==> config.mk <==
export PLATFORM = sky130hd
export DESIGN_NAME = hbm_scrub_sequencer_flat
export DESIGN_NICKNAME = d
export VERILOG_FILES = /design/src/rtl/hbm_pkg.sv /design/src/rtl/hbm_scrub_sequencer_if.sv /design/src/rtl/hbm_scrub_addr_gen.sv /design/src/rtl/hbm_scrub_sequencer.sv /design/src/flat_wrapper.sv
export SDC_FILE = /design/constraint.sdc
export NUM_CORES = 1
export LEC_CHECK = 0
export ABC_AREA = 1
export BUFFER_PORTS_ARGS = -buffer_cell sky130_fd_sc_hd__buf_2
export CORE_MARGIN = 3
export CORE_UTILIZATION = 57
export DETAILED_ROUTE_END_ITERATION = 10
export HOLD_SLACK_MARGIN = 0.1
export PLACE_DENSITY = 0.89
export RECOVER_POWER = 50
export SETUP_SLACK_MARGIN = 0.2
export SLEW_MARGIN = 15
export SYNTH_ARGS = -nofsm -noshare
export SYNTH_HDL_FRONTEND = slang
export SYNTH_SLANG_ARGS = --single-unit
==> constraint.sdc <==
create_clock -name clk_2gt -period 2.5 [get_ports clk_2gt]
set_clock_uncertainty 0.15 [all_clocks]
set_input_delay 0.5 -clock clk_2gt [delete_from_list [all_inputs] [get_ports clk_2gt]]
set_output_delay 0.5 -clock clk_2gt [all_outputs]
set_load 0.02 [all_outputs]
==> src/rtl/hbm_pkg.sv <==
// Shared definitions for the HBM scrub sequencer.
// Contents:
//   CH_W_DEF, ERR_THRESH_DEF  default channel-index width and swap threshold
//   REQ_RD / REQ_WB           encodings carried on req_wr
//   state_t, ST_*             scrub FSM state encoding
package hbm_pkg;

    localparam int CH_W_DEF       = 3;
    localparam int ERR_THRESH_DEF = 4;

    localparam logic REQ_RD = 1'b0;
    localparam logic REQ_WB = 1'b1;

    typedef logic [2:0] state_t;

    localparam state_t ST_IDLE      = 3'd0;
    localparam state_t ST_RD_REQ    = 3'd1;
    localparam state_t ST_RD_WAIT   = 3'd2;
    localparam state_t ST_WB_REQ    = 3'd3;
    localparam state_t ST_WB_WAIT   = 3'd4;
    localparam state_t ST_NEXT      = 3'd5;
    localparam state_t ST_SWAP      = 3'd6;
    localparam state_t ST_SWAP_WAIT = 3'd7;

endpackage

==> src/rtl/hbm_scrub_sequencer_if.sv <==
// Memory request/response bus between the scrub sequencer and the HBM controller.
// Signals:
//   req_valid/req_ready     request handshake (one request outstanding at most)
//   req_wr                  REQ_RD = scrub read, REQ_WB = correcting write-back
//   req_addr, req_ch        word address and channel of the request
//   rsp_valid               response for the outstanding request
//   rsp_corrected           read data had a corrected single-bit error
//   rsp_uncorrectable       read data had a multi-bit error
// Modports: master = sequencer side, slave = controller side.
interface hbm_scrub_sequencer_if #(
    parameter int ADDR_W = 16,
    parameter int CH_W   = 3
);
    logic              req_valid;
    logic              req_ready;
    logic              req_wr;
    logic [ADDR_W-1:0] req_addr;
    logic [CH_W-1:0]   req_ch;
    logic              rsp_valid;
    logic              rsp_corrected;
    logic              rsp_uncorrectable;

    modport master (
        output req_valid, req_wr, req_addr, req_ch,
        input  req_ready, rsp_valid, rsp_corrected, rsp_uncorrectable
    );

    modport slave (
        input  req_valid, req_wr, req_addr, req_ch,
        output req_ready, rsp_valid, rsp_corrected, rsp_uncorrectable
    );
endinterface

==> src/rtl/hbm_scrub_addr_gen.sv <==
// Scrub address counter.
// Ports:
//   clk_2gt, rst_n  clock, synchronous active-low reset
//   clr             restart at address 0
//   inc             advance one word (holds at the last address, never wraps)
//   addr            current scrub address
//   last            current address is all-ones
module hbm_scrub_addr_gen #(
    parameter int ADDR_W = 16
) (
    input  logic              clk_2gt,
    input  logic              rst_n,
    input  logic              clr,
    input  logic              inc,
    output logic [ADDR_W-1:0] addr,
    output logic              last
);
    logic [ADDR_W-1:0] addr_reg;

    always_ff @(posedge clk_2gt) begin
        if (!rst_n) begin
            addr_reg <= '0;
        end else if (clr) begin
            addr_reg <= '0;
        end else if (inc && !last) begin
            addr_reg <= addr_reg + ADDR_W'(1);
        end
    end

    assign addr = addr_reg;
    assign last = &addr_reg;
endmodule

==> src/rtl/hbm_scrub_sequencer.sv <==
// HBM scrub sequencer: on a rising edge of scrub_trigger, walks every word of the
// faulting channel (read, plus write-back for each corrected word), counts corrected
// errors, and requests a hot-spare swap on an uncorrectable error or when the count
// reaches ERR_THRESH.
// Ports:
//   clk_2gt, rst_n        clock, synchronous active-low reset
//   scrub_trigger, err_ch level trigger from the healer and its channel index
//   mem                   request/response bus to the HBM controller (master side)
//   swap_req, swap_ch     hot-spare swap request, held until swap_done
//   swap_done             swap complete pulse
//   busy                  FSM not idle
//   scrub_done            one-cycle pulse when a pass ends without a swap
//   err_count             corrected errors counted in the current pass
module hbm_scrub_sequencer
    import hbm_pkg::*;
#(
    parameter int ADDR_W     = 16,
    parameter int CH_W       = CH_W_DEF,
    parameter int CNT_W      = 8,
    parameter int ERR_THRESH = ERR_THRESH_DEF
) (
    input  logic                 clk_2gt,
    input  logic                 rst_n,
    input  logic                 scrub_trigger,
    input  logic [CH_W-1:0]      err_ch,
    hbm_scrub_sequencer_if.master mem,
    output logic                 swap_req,
    output logic [CH_W-1:0]      swap_ch,
    input  logic                 swap_done,
    output logic                 busy,
    output logic                 scrub_done,
    output logic [CNT_W-1:0]     err_count
);
    localparam logic [CNT_W-1:0] THRESH = CNT_W'(ERR_THRESH);

    state_t            state_reg, state_next;
    logic              trig_q_reg;
    logic              pending_reg;
    logic [CH_W-1:0]   ch_reg;
    logic [CNT_W-1:0]  cnt_reg;

    logic              trig_edge;
    logic              start;
    logic              cnt_inc;
    logic              cnt_clr;
    logic              addr_inc;
    logic              addr_last;
    logic [ADDR_W-1:0] addr;

    assign trig_edge = scrub_trigger && !trig_q_reg;

    hbm_scrub_addr_gen #(.ADDR_W(ADDR_W)) u_addr_gen (
        .clk_2gt (clk_2gt),
        .rst_n   (rst_n),
        .clr     (start),
        .inc     (addr_inc),
        .addr    (addr),
        .last    (addr_last)
    );

    always_comb begin
        state_next = state_reg;
        start      = 1'b0;
        cnt_inc    = 1'b0;
        cnt_clr    = 1'b0;
        addr_inc   = 1'b0;
        case (state_reg)
            ST_IDLE: begin
                // A trigger that arrived while busy starts the next pass here.
                if (trig_edge || pending_reg) begin
                    start      = 1'b1;
                    state_next = ST_RD_REQ;
                end
            end
            ST_RD_REQ: begin
                if (mem.req_ready) state_next = ST_RD_WAIT;
            end
            ST_RD_WAIT: begin
                if (mem.rsp_valid) begin
                    // Uncorrectable outranks corrected when both are flagged.
                    if (mem.rsp_uncorrectable) begin
                        state_next = ST_SWAP;
                    end else if (mem.rsp_corrected) begin
                        cnt_inc    = 1'b1;
                        state_next = ST_WB_REQ;
                    end else begin
                        state_next = ST_NEXT;
                    end
                end
            end
            ST_WB_REQ: begin
                if (mem.req_ready) state_next = ST_WB_WAIT;
            end
            ST_WB_WAIT: begin
                if (mem.rsp_valid) state_next = (cnt_reg >= THRESH) ? ST_SWAP : ST_NEXT;
            end
            ST_NEXT: begin
                if (addr_last) begin
                    state_next = ST_IDLE;
                end else begin
                    addr_inc   = 1'b1;
                    state_next = ST_RD_REQ;
                end
            end
            ST_SWAP: begin
                state_next = ST_SWAP_WAIT;
            end
            ST_SWAP_WAIT: begin
                if (swap_done) begin
                    cnt_clr    = 1'b1;
                    state_next = ST_IDLE;
                end
            end
            default: state_next = ST_IDLE;
        endcase
    end

    always_ff @(posedge clk_2gt) begin
        if (!rst_n) begin
            state_reg   <= ST_IDLE;
            trig_q_reg  <= 1'b0;
            pending_reg <= 1'b0;
            ch_reg      <= '0;
            cnt_reg     <= '0;
        end else begin
            state_reg  <= state_next;
            trig_q_reg <= scrub_trigger;

            // One-deep: further edges while already pending are absorbed.
            if (start) begin
                pending_reg <= 1'b0;
                ch_reg      <= err_ch;
            end else if (trig_edge && state_reg != ST_IDLE) begin
                pending_reg <= 1'b1;
            end

            if (start || cnt_clr) begin
                cnt_reg <= '0;
            end else if (cnt_inc && cnt_reg != '1) begin
                cnt_reg <= cnt_reg + CNT_W'(1);
            end
        end
    end

    assign mem.req_valid = (state_reg == ST_RD_REQ) || (state_reg == ST_WB_REQ);
    assign mem.req_wr    = (state_reg == ST_WB_REQ) ? REQ_WB : REQ_RD;
    assign mem.req_addr  = addr;
    assign mem.req_ch    = ch_reg;

    assign swap_req   = (state_reg == ST_SWAP) || (state_reg == ST_SWAP_WAIT);
    assign swap_ch    = ch_reg;
    assign busy       = (state_reg != ST_IDLE);
    assign scrub_done = (state_reg == ST_NEXT) && addr_last;
    assign err_count  = cnt_reg;
endmodule

==> src/flat_wrapper.sv <==
// flat-port wrapper written by rule: the top's interface ports become plain ports
module hbm_scrub_sequencer_flat import hbm_pkg::*;
#(
    parameter int ADDR_W     = 16,
    parameter int CH_W       = CH_W_DEF,
    parameter int CNT_W      = 8,
    parameter int ERR_THRESH = ERR_THRESH_DEF
)
  (clk_2gt, rst_n, scrub_trigger, err_ch, swap_req, swap_ch, swap_done, busy, scrub_done, err_count, mem_req_valid, mem_req_wr, mem_req_addr, mem_req_ch, mem_req_ready, mem_rsp_valid, mem_rsp_corrected, mem_rsp_uncorrectable);
  hbm_scrub_sequencer_if #(.ADDR_W(ADDR_W), .CH_W(CH_W)) mem_i ();
  input  logic clk_2gt;
  input  logic rst_n;
  input  logic scrub_trigger;
  input  logic [CH_W-1:0] err_ch;
  output logic swap_req;
  output logic [CH_W-1:0] swap_ch;
  input  logic swap_done;
  output logic busy;
  output logic scrub_done;
  output logic [CNT_W-1:0] err_count;
  output wire logic [$bits(mem_i.req_valid)-1:0] mem_req_valid;
  output wire logic [$bits(mem_i.req_wr)-1:0] mem_req_wr;
  output wire logic [$bits(mem_i.req_addr)-1:0] mem_req_addr;
  output wire logic [$bits(mem_i.req_ch)-1:0] mem_req_ch;
  input wire logic [$bits(mem_i.req_ready)-1:0] mem_req_ready;
  input wire logic [$bits(mem_i.rsp_valid)-1:0] mem_rsp_valid;
  input wire logic [$bits(mem_i.rsp_corrected)-1:0] mem_rsp_corrected;
  input wire logic [$bits(mem_i.rsp_uncorrectable)-1:0] mem_rsp_uncorrectable;
  assign mem_req_valid = mem_i.req_valid;
  assign mem_req_wr = mem_i.req_wr;
  assign mem_req_addr = mem_i.req_addr;
  assign mem_req_ch = mem_i.req_ch;
  assign mem_i.req_ready = mem_req_ready;
  assign mem_i.rsp_valid = mem_rsp_valid;
  assign mem_i.rsp_corrected = mem_rsp_corrected;
  assign mem_i.rsp_uncorrectable = mem_rsp_uncorrectable;
  hbm_scrub_sequencer #(.ADDR_W(ADDR_W), .CH_W(CH_W), .CNT_W(CNT_W), .ERR_THRESH(ERR_THRESH)) u_core (.clk_2gt(clk_2gt), .rst_n(rst_n), .scrub_trigger(scrub_trigger), .err_ch(err_ch), .mem(mem_i), .swap_req(swap_req), .swap_ch(swap_ch), .swap_done(swap_done), .busy(busy), .scrub_done(scrub_done), .err_count(err_count));
endmodule
==> impl_metrics.ini, run 1 <==
[pwr]
power.density_nw_per_um2 = 630
power_mw = 1.39
pwr-share-comb = 0.331
p_sw_mw = 0.546
p_seq_frac = 0.429
ir_worst_vdd_mv = 0.416
swShare = 0.393
p_clk_frac = 0.240
p_leak_nw = 0.912
p_int_mw = 0.846

[setup_path]
critical_path_required_ns = 1.85
r2r-start = u_core.u_addr_gen.addr[0]$_SDFFE_PP0P_
cp_top_family = simple AND/OR/NAND/NOR gates
r2r_cells = 9
crit_chain = nand2_1, nor2_1, inv_1, nor4_2, buf_4
endpoint_kind = primary output
r2r-end = u_core.state_reg[0]$_SDFFE_PN0P_
start_kind = flop
rrSetupSlack_ns = 0.67
crit_start = u_core.u_addr_gen.addr[9]$_SDFFE_PP0P_
critPathSlowestCell = dfxtp_1
cp.arrival_ns = 1.53
path_max_fanout = 6
crit_buf_inv = 2
critPathMaxStageDelay_ns = 0.44
criticalPathCategory = reg -> out

[sta]
min_period_over_period = 0.871
final_max_slew_viol_count = 0
whs_ns = 0.209
hold_violations = 0
rsz0062_at_grt = false
slew_headroom = 0.723
finalSetupViolCount = 0
timing.setup.tns_ns = 0
worst_slew_pin_slew_ns = 0.414
max_freq_ghz = 0.459
fin_ws_ns = 0.322
period_needed_ns = 2.18

[grt]
antenna_found_initial = 0
grt_use_met3 = 0.0492
gr-total-overflow = 0
met1_usage = 0.270
busiest_layer = met2
grt_max_degree = 20
grtUsageMet2 = 0.363
grt_usage = 0.219
grt_first_pass_wirelength_um = 7290
grt_pass1_vias = 1800

[synthesis]
yosys.area.top_type = dfxtp_1
synth_top_area_share = 0.335
synthTopCellsByArea = dfxtp_1 34%, nand2_1 17%, nor2_1 11%
ys_seq_elements = 32
synth_cells = 305
yosysWarnings = 0
async_reset_ff_frac = 0
syn_area_um2 = 1910
synth-main-ff-cell = dfxtp_1
syn_avg_cell_area_um2 = 6.26
synth.net_count = 319
ys_types = 23
synth-edff-count = 0
ys_seq_area_frac = 0.335

[worst_hold_path]
min_path_cells = 3
min_to = u_core.trig_q_reg$_SDFF_PN0_
hp-start = scrub_trigger
min-delay-path-class = in -> reg

[run]
maxCapViolations = 0

[die]
fp.dieW_um = 63.9
ios = 46
start_util = 0.611
die_area_um2 = 4080
placementRows = 20
coreArea_um2 = 3130
fp.dieH_um = 63.9

[place]
placed_cells = 387
hpwl_um = 3040
gp_congestion = 0.826
port_buffers = 45
pre_cts_slack_ns = 0.541
place_area_um2 = 2140

[clocking]
cts.sinks = 32
cts_made_buffers = 5
clock_latency_ns = 0.34
cts_hold_buf = 0
ctsRootBufferMaster = clkbuf_4
cts_tree = built
path_clk_slew_ns = 0.10
clk_path_buf_depth = 2
cts_max_level = 2

[finish]
largest_reg_flops = 16
layout.nets = 367
stdcell_area_um2 = 2210
final_core_util = 0.706
final_cells = 397
diodes = 0
drive_above_1_share = 0.133
area_delta_synth_final_pct = 15.6

[detailed_routing]
vias = 1970
drt-total-wl_um = 4190
drtAntennaViolNets = 0
drtIter0Drc = 149
via_per_inst = 4.96
avgRoutedWirePerCell_um = 10.6
firstDrtPassIters = 4
drc = 0

[run_status]
status = completed
-- layer usage --
| metal | up-vias | part of all wire |
|---|---|---|
| met3 | 5 | 0.065 |
| met2 | 58 | 0.48 |
| li1 | 1051 | - |
| met1 | 856 | 0.44 |
| met5 | - | 0 |
| met4 | 0 | 0.011 |
-- synth_stat cells (2+ instances only) --
cell type	n
nand2_1	86
nor2_1	55
dfxtp_1	32
inv_1	30
nand3_1	28
a21oi_1	22
o21ai_0	8
xor2_1	6
inv_2	5
nand2_2	5
buf_4	4
nand4_1	4
ha_1	3
nor2_2	3
xnor2_1	3
buf_6	2
nor2_4	2
nor3_1	2
-- cell families (layout without fill, tap and decap cells) --
logic type | Yosys count | in the layout | share of synthesized area
simple gates | 187 | 187 | 0.414
buf+inv | 42 | 90 | 0.0989
flops | 32 | 32 | 0.335
xor+xnor | 9 | 9 | 0.0413
fa+ha+maj | 3 | 3 | 0.0196
compound gates | 32 | 32 | 0.0910
-- layout by cell type, fill, tap and decap left out, types with 3 or more instances in the layout --
cell / Yosys / routed
xor2_1: 6 / 6
buf_2: 1 / 17
nand4_1: 4 / 4
nand3_1: 28 / 27
dfxtp_1: 32 / 30
xnor2_1: 3 / 3
clkbuf_1: 0 / 27
nor2_2: 3 / 3
nand2_2: 5 / 4
nor2_1: 55 / 55
inv_2: 5 / 4
nand2_1: 86 / 87
o21ai_0: 8 / 8
clkbuf_4: 0 / 5
buf_4: 4 / 4
a21oi_1: 22 / 22
inv_1: 30 / 31
-- power by group through the flow --
stage / Combinational, mW / Clock, mW / Sequential [mW]
5_1_grt: 0.528 / 0.362 / 0.604
2_1_floorplan: 0.379 / 0 / 0.613
3_5_place_dp: 0.477 / 0 / 0.606
3_3_place_gp: 0.471 / 0 / 0.604
4_1_cts: 0.478 / 0.341 / 0.595
6_report: 0.461 / 0.334 / 0.597
-- worst register-to-register path: stages (launching register included) --
cell,delay [ns]
dfxtp_4,0.39
ha_2,0.20
nand2_1,0.06
nor2_1,0.11
nand2_2,0.10
buf_4,0.16
o21bai_4,0.30
nand2_1,0.10
nor2_1,0.11
nor2_1,0.04
-- layout make-up --
cell class	count	area [um2]
inverters	35	131
well taps	44	55.1
clock buffers	7	65.1
fillers	294	920
flip-flops and latches	32	648
multi-input cells	231	1090
repair buffers	48	216
-- repair_timing --
item	4_1_cts	5_1_grt
gates resized for setup	2	7
buffers inserted	0	3
endpoints found under the setup margin	1	1
-- worst max-delay path by stage --
| stage | to | depth (start not counted) |
|---|---|---|
| detailed placement | scrub_done | 6 |
| floorplan | scrub_done | 5 |
| finish | scrub_done | 5 |
| CTS | scrub_done | 6 |
| global route | scrub_done | 5 |
| global placement | scrub_done | 6 |
Power figures use the tool's default switching activity.
==> run 2, diff against run 1 <==
--- a/config.mk
+++ b/config.mk
@@ -13,6 +13,7 @@
 export HOLD_SLACK_MARGIN = 0.1
 export PLACE_DENSITY = 0.89
 export RECOVER_POWER = 50
+export REMOVE_ABC_BUFFERS = 1
 export SETUP_SLACK_MARGIN = 0.2
 export SLEW_MARGIN = 15
 export SYNTH_ARGS = -nofsm -noshare
==> impl_metrics.ini, run 2 (same netlist as run 1, synthesis figures left out) <==
[clocking]
path_clk_slew_ns = 0.09
ctsRootBufferMaster = clkbuf_4
cts_hold_buf = 0
clk_path_buf_depth = 2
cts_tree = built
cts_made_buffers = 5
cts.sinks = 32
clock_latency_ns = 0.33
cts_max_level = 2

[pwr]
p_int_mw = 0.788
ir_worst_vdd_mv = 0.739
power_mw = 1.35
p_clk_frac = 0.206
p_sw_mw = 0.560
pwr-share-comb = 0.350
p_leak_nw = 0.912
swShare = 0.415
power.density_nw_per_um2 = 616
p_seq_frac = 0.444

[die]
start_util = 0.611
fp.dieH_um = 63.9
fp.dieW_um = 63.9
placementRows = 20
die_area_um2 = 4080
coreArea_um2 = 3130
ios = 46

[sta]
max_freq_ghz = 0.462
rsz0062_at_grt = false
hold_violations = 0
finalSetupViolCount = 0
worst_slew_pin_slew_ns = 0.396
period_needed_ns = 2.17
slew_headroom = 0.735
final_max_slew_viol_count = 0
timing.setup.tns_ns = 0
min_period_over_period = 0.867

[setup_path]
critical_path_required_ns = 1.85
start_kind = flop
criticalPathCategory = reg -> out
endpoint_kind = primary output
critPathMaxStageDelay_ns = 0.49
crit_chain = nand3_2, nor4_4, buf_4
critPathSlowestCell = dfxtp_1
cp.arrival_ns = 1.52
path_max_fanout = 8

[detailed_routing]
vias = 2018
wl_met2_um = 2210
drt-total-wl_um = 4390
via_per_inst = 5.10
drc = 0
drtAntennaViolNets = 0
drt-met1-wl_um = 1870
avgRoutedWirePerCell_um = 11.1
firstDrtPassIters = 4
dr_wl_met3_um = 284
highest_layer = met4
drtIter0Drc = 165

[run]
maxCapViolations = 0

[finish]
largest_reg_flops = 16
area_delta_synth_final_pct = 14.6
diodes = 0
drive_above_1_share = 0.131
final_cell_mix = 88 x nand2_1, 54 x nor2_1, 31 x inv_1
multi_input_area_um2 = 1100
fillers = 307
seqCellArea_um2 = 648
final_common_cell = nand2_1
stdcell_area_um2 = 2190
layout.nets = 366

[run_status]
status = completed

[worst_hold_path]
min-delay-path-class = in -> reg

[grt]
grt_first_pass_wirelength_um = 7440
grt_max_degree = 20
grt_usage = 0.227
gr-total-overflow = 0
grt_pass1_vias = 1803
antenna_found_initial = 0

[place]
gp_congestion = 0.896
place_area_um2 = 2130
port_buffers = 45
hpwl_um = 3190
## run 2: changes by cell type in the layout (fill, tap and decap cells not counted), moves of 2 or more
cell | before | now
clkbuf_1 | 27 | 29
clkbuf_8 | 2 | 0
dfxtp_1 | 30 | 28
dfxtp_2 | 0 | 3
## run 2: per-stage QoR
step | worst slack [ns] | utilization | hold slack, ns | instances
after floorplan | 0.153 | - | 0.359 | 298
after global placement | 0.476 | 0.682 | 0.329 | 387
after detailed placement | 0.475 | 0.682 | 0.341 | 387
after CTS | 0.225 | 0.700 | 0.197 | 394
after global routing | 0.180 | 0.700 | 0.217 | 396
final | 0.333 | 0.700 | 0.212 | 396
## run 2: layout make-up
type                       count  area share
tap                           44      0.0251
clock buffer                   6      0.0189
sequential                    32       0.296
multi-input combinational    231       0.503
timing repair buffer          47      0.0949
inverter                      35      0.0600
clock inverter                 1     0.00229
## run 2: worst max-delay path: cells and delay by family (launching register included)
family        cells  cell delay (ns)
buf+inv           1             0.18
flops             1             0.49
simple gates      2             0.52
## run 2: worst paths after layout
check                                    start                                endpoint  slack [ns]  cells past startpoint
max           u_core.state_reg[0]$_SDFFE_PN0P_                              scrub_done        0.33                      3
min                              scrub_trigger            u_core.trig_q_reg$_SDFF_PN0_        0.21                      3
max reg2reg   u_core.state_reg[0]$_SDFFE_PN0P_  u_core.u_addr_gen.addr[1]$_SDFFE_PP0P_        0.63                      8
min reg2reg  u_core.mem.req_ch[2]$_SDFFE_PN0P_       u_core.mem.req_ch[2]$_SDFFE_PN0P_        0.36                      2
## run 2: metal layers
metal  GRT usage  vias up
li1            -     1049
met1       0.252      900
met2       0.414       65
met3      0.0633        4
met4      0.0674        0
met5           0        -
## run 2: power groups by stage
stage | combinational (mW) | clock (mW) | sequential (mW)
finish | 0.472 | 0.278 | 0.599
global route | 0.539 | 0.305 | 0.606
CTS | 0.490 | 0.284 | 0.595
detailed placement | 0.487 | 0 | 0.607
global placement | 0.474 | 0 | 0.606
floorplan | 0.311 | 0 | 0.644
## run 2: timing repair
action / CTS / global route
resized for setup: 4 / 8
buffers inserted: 0 / 2
endpoints found under the setup margin: 1 / 1
pin swaps: 0 / 1
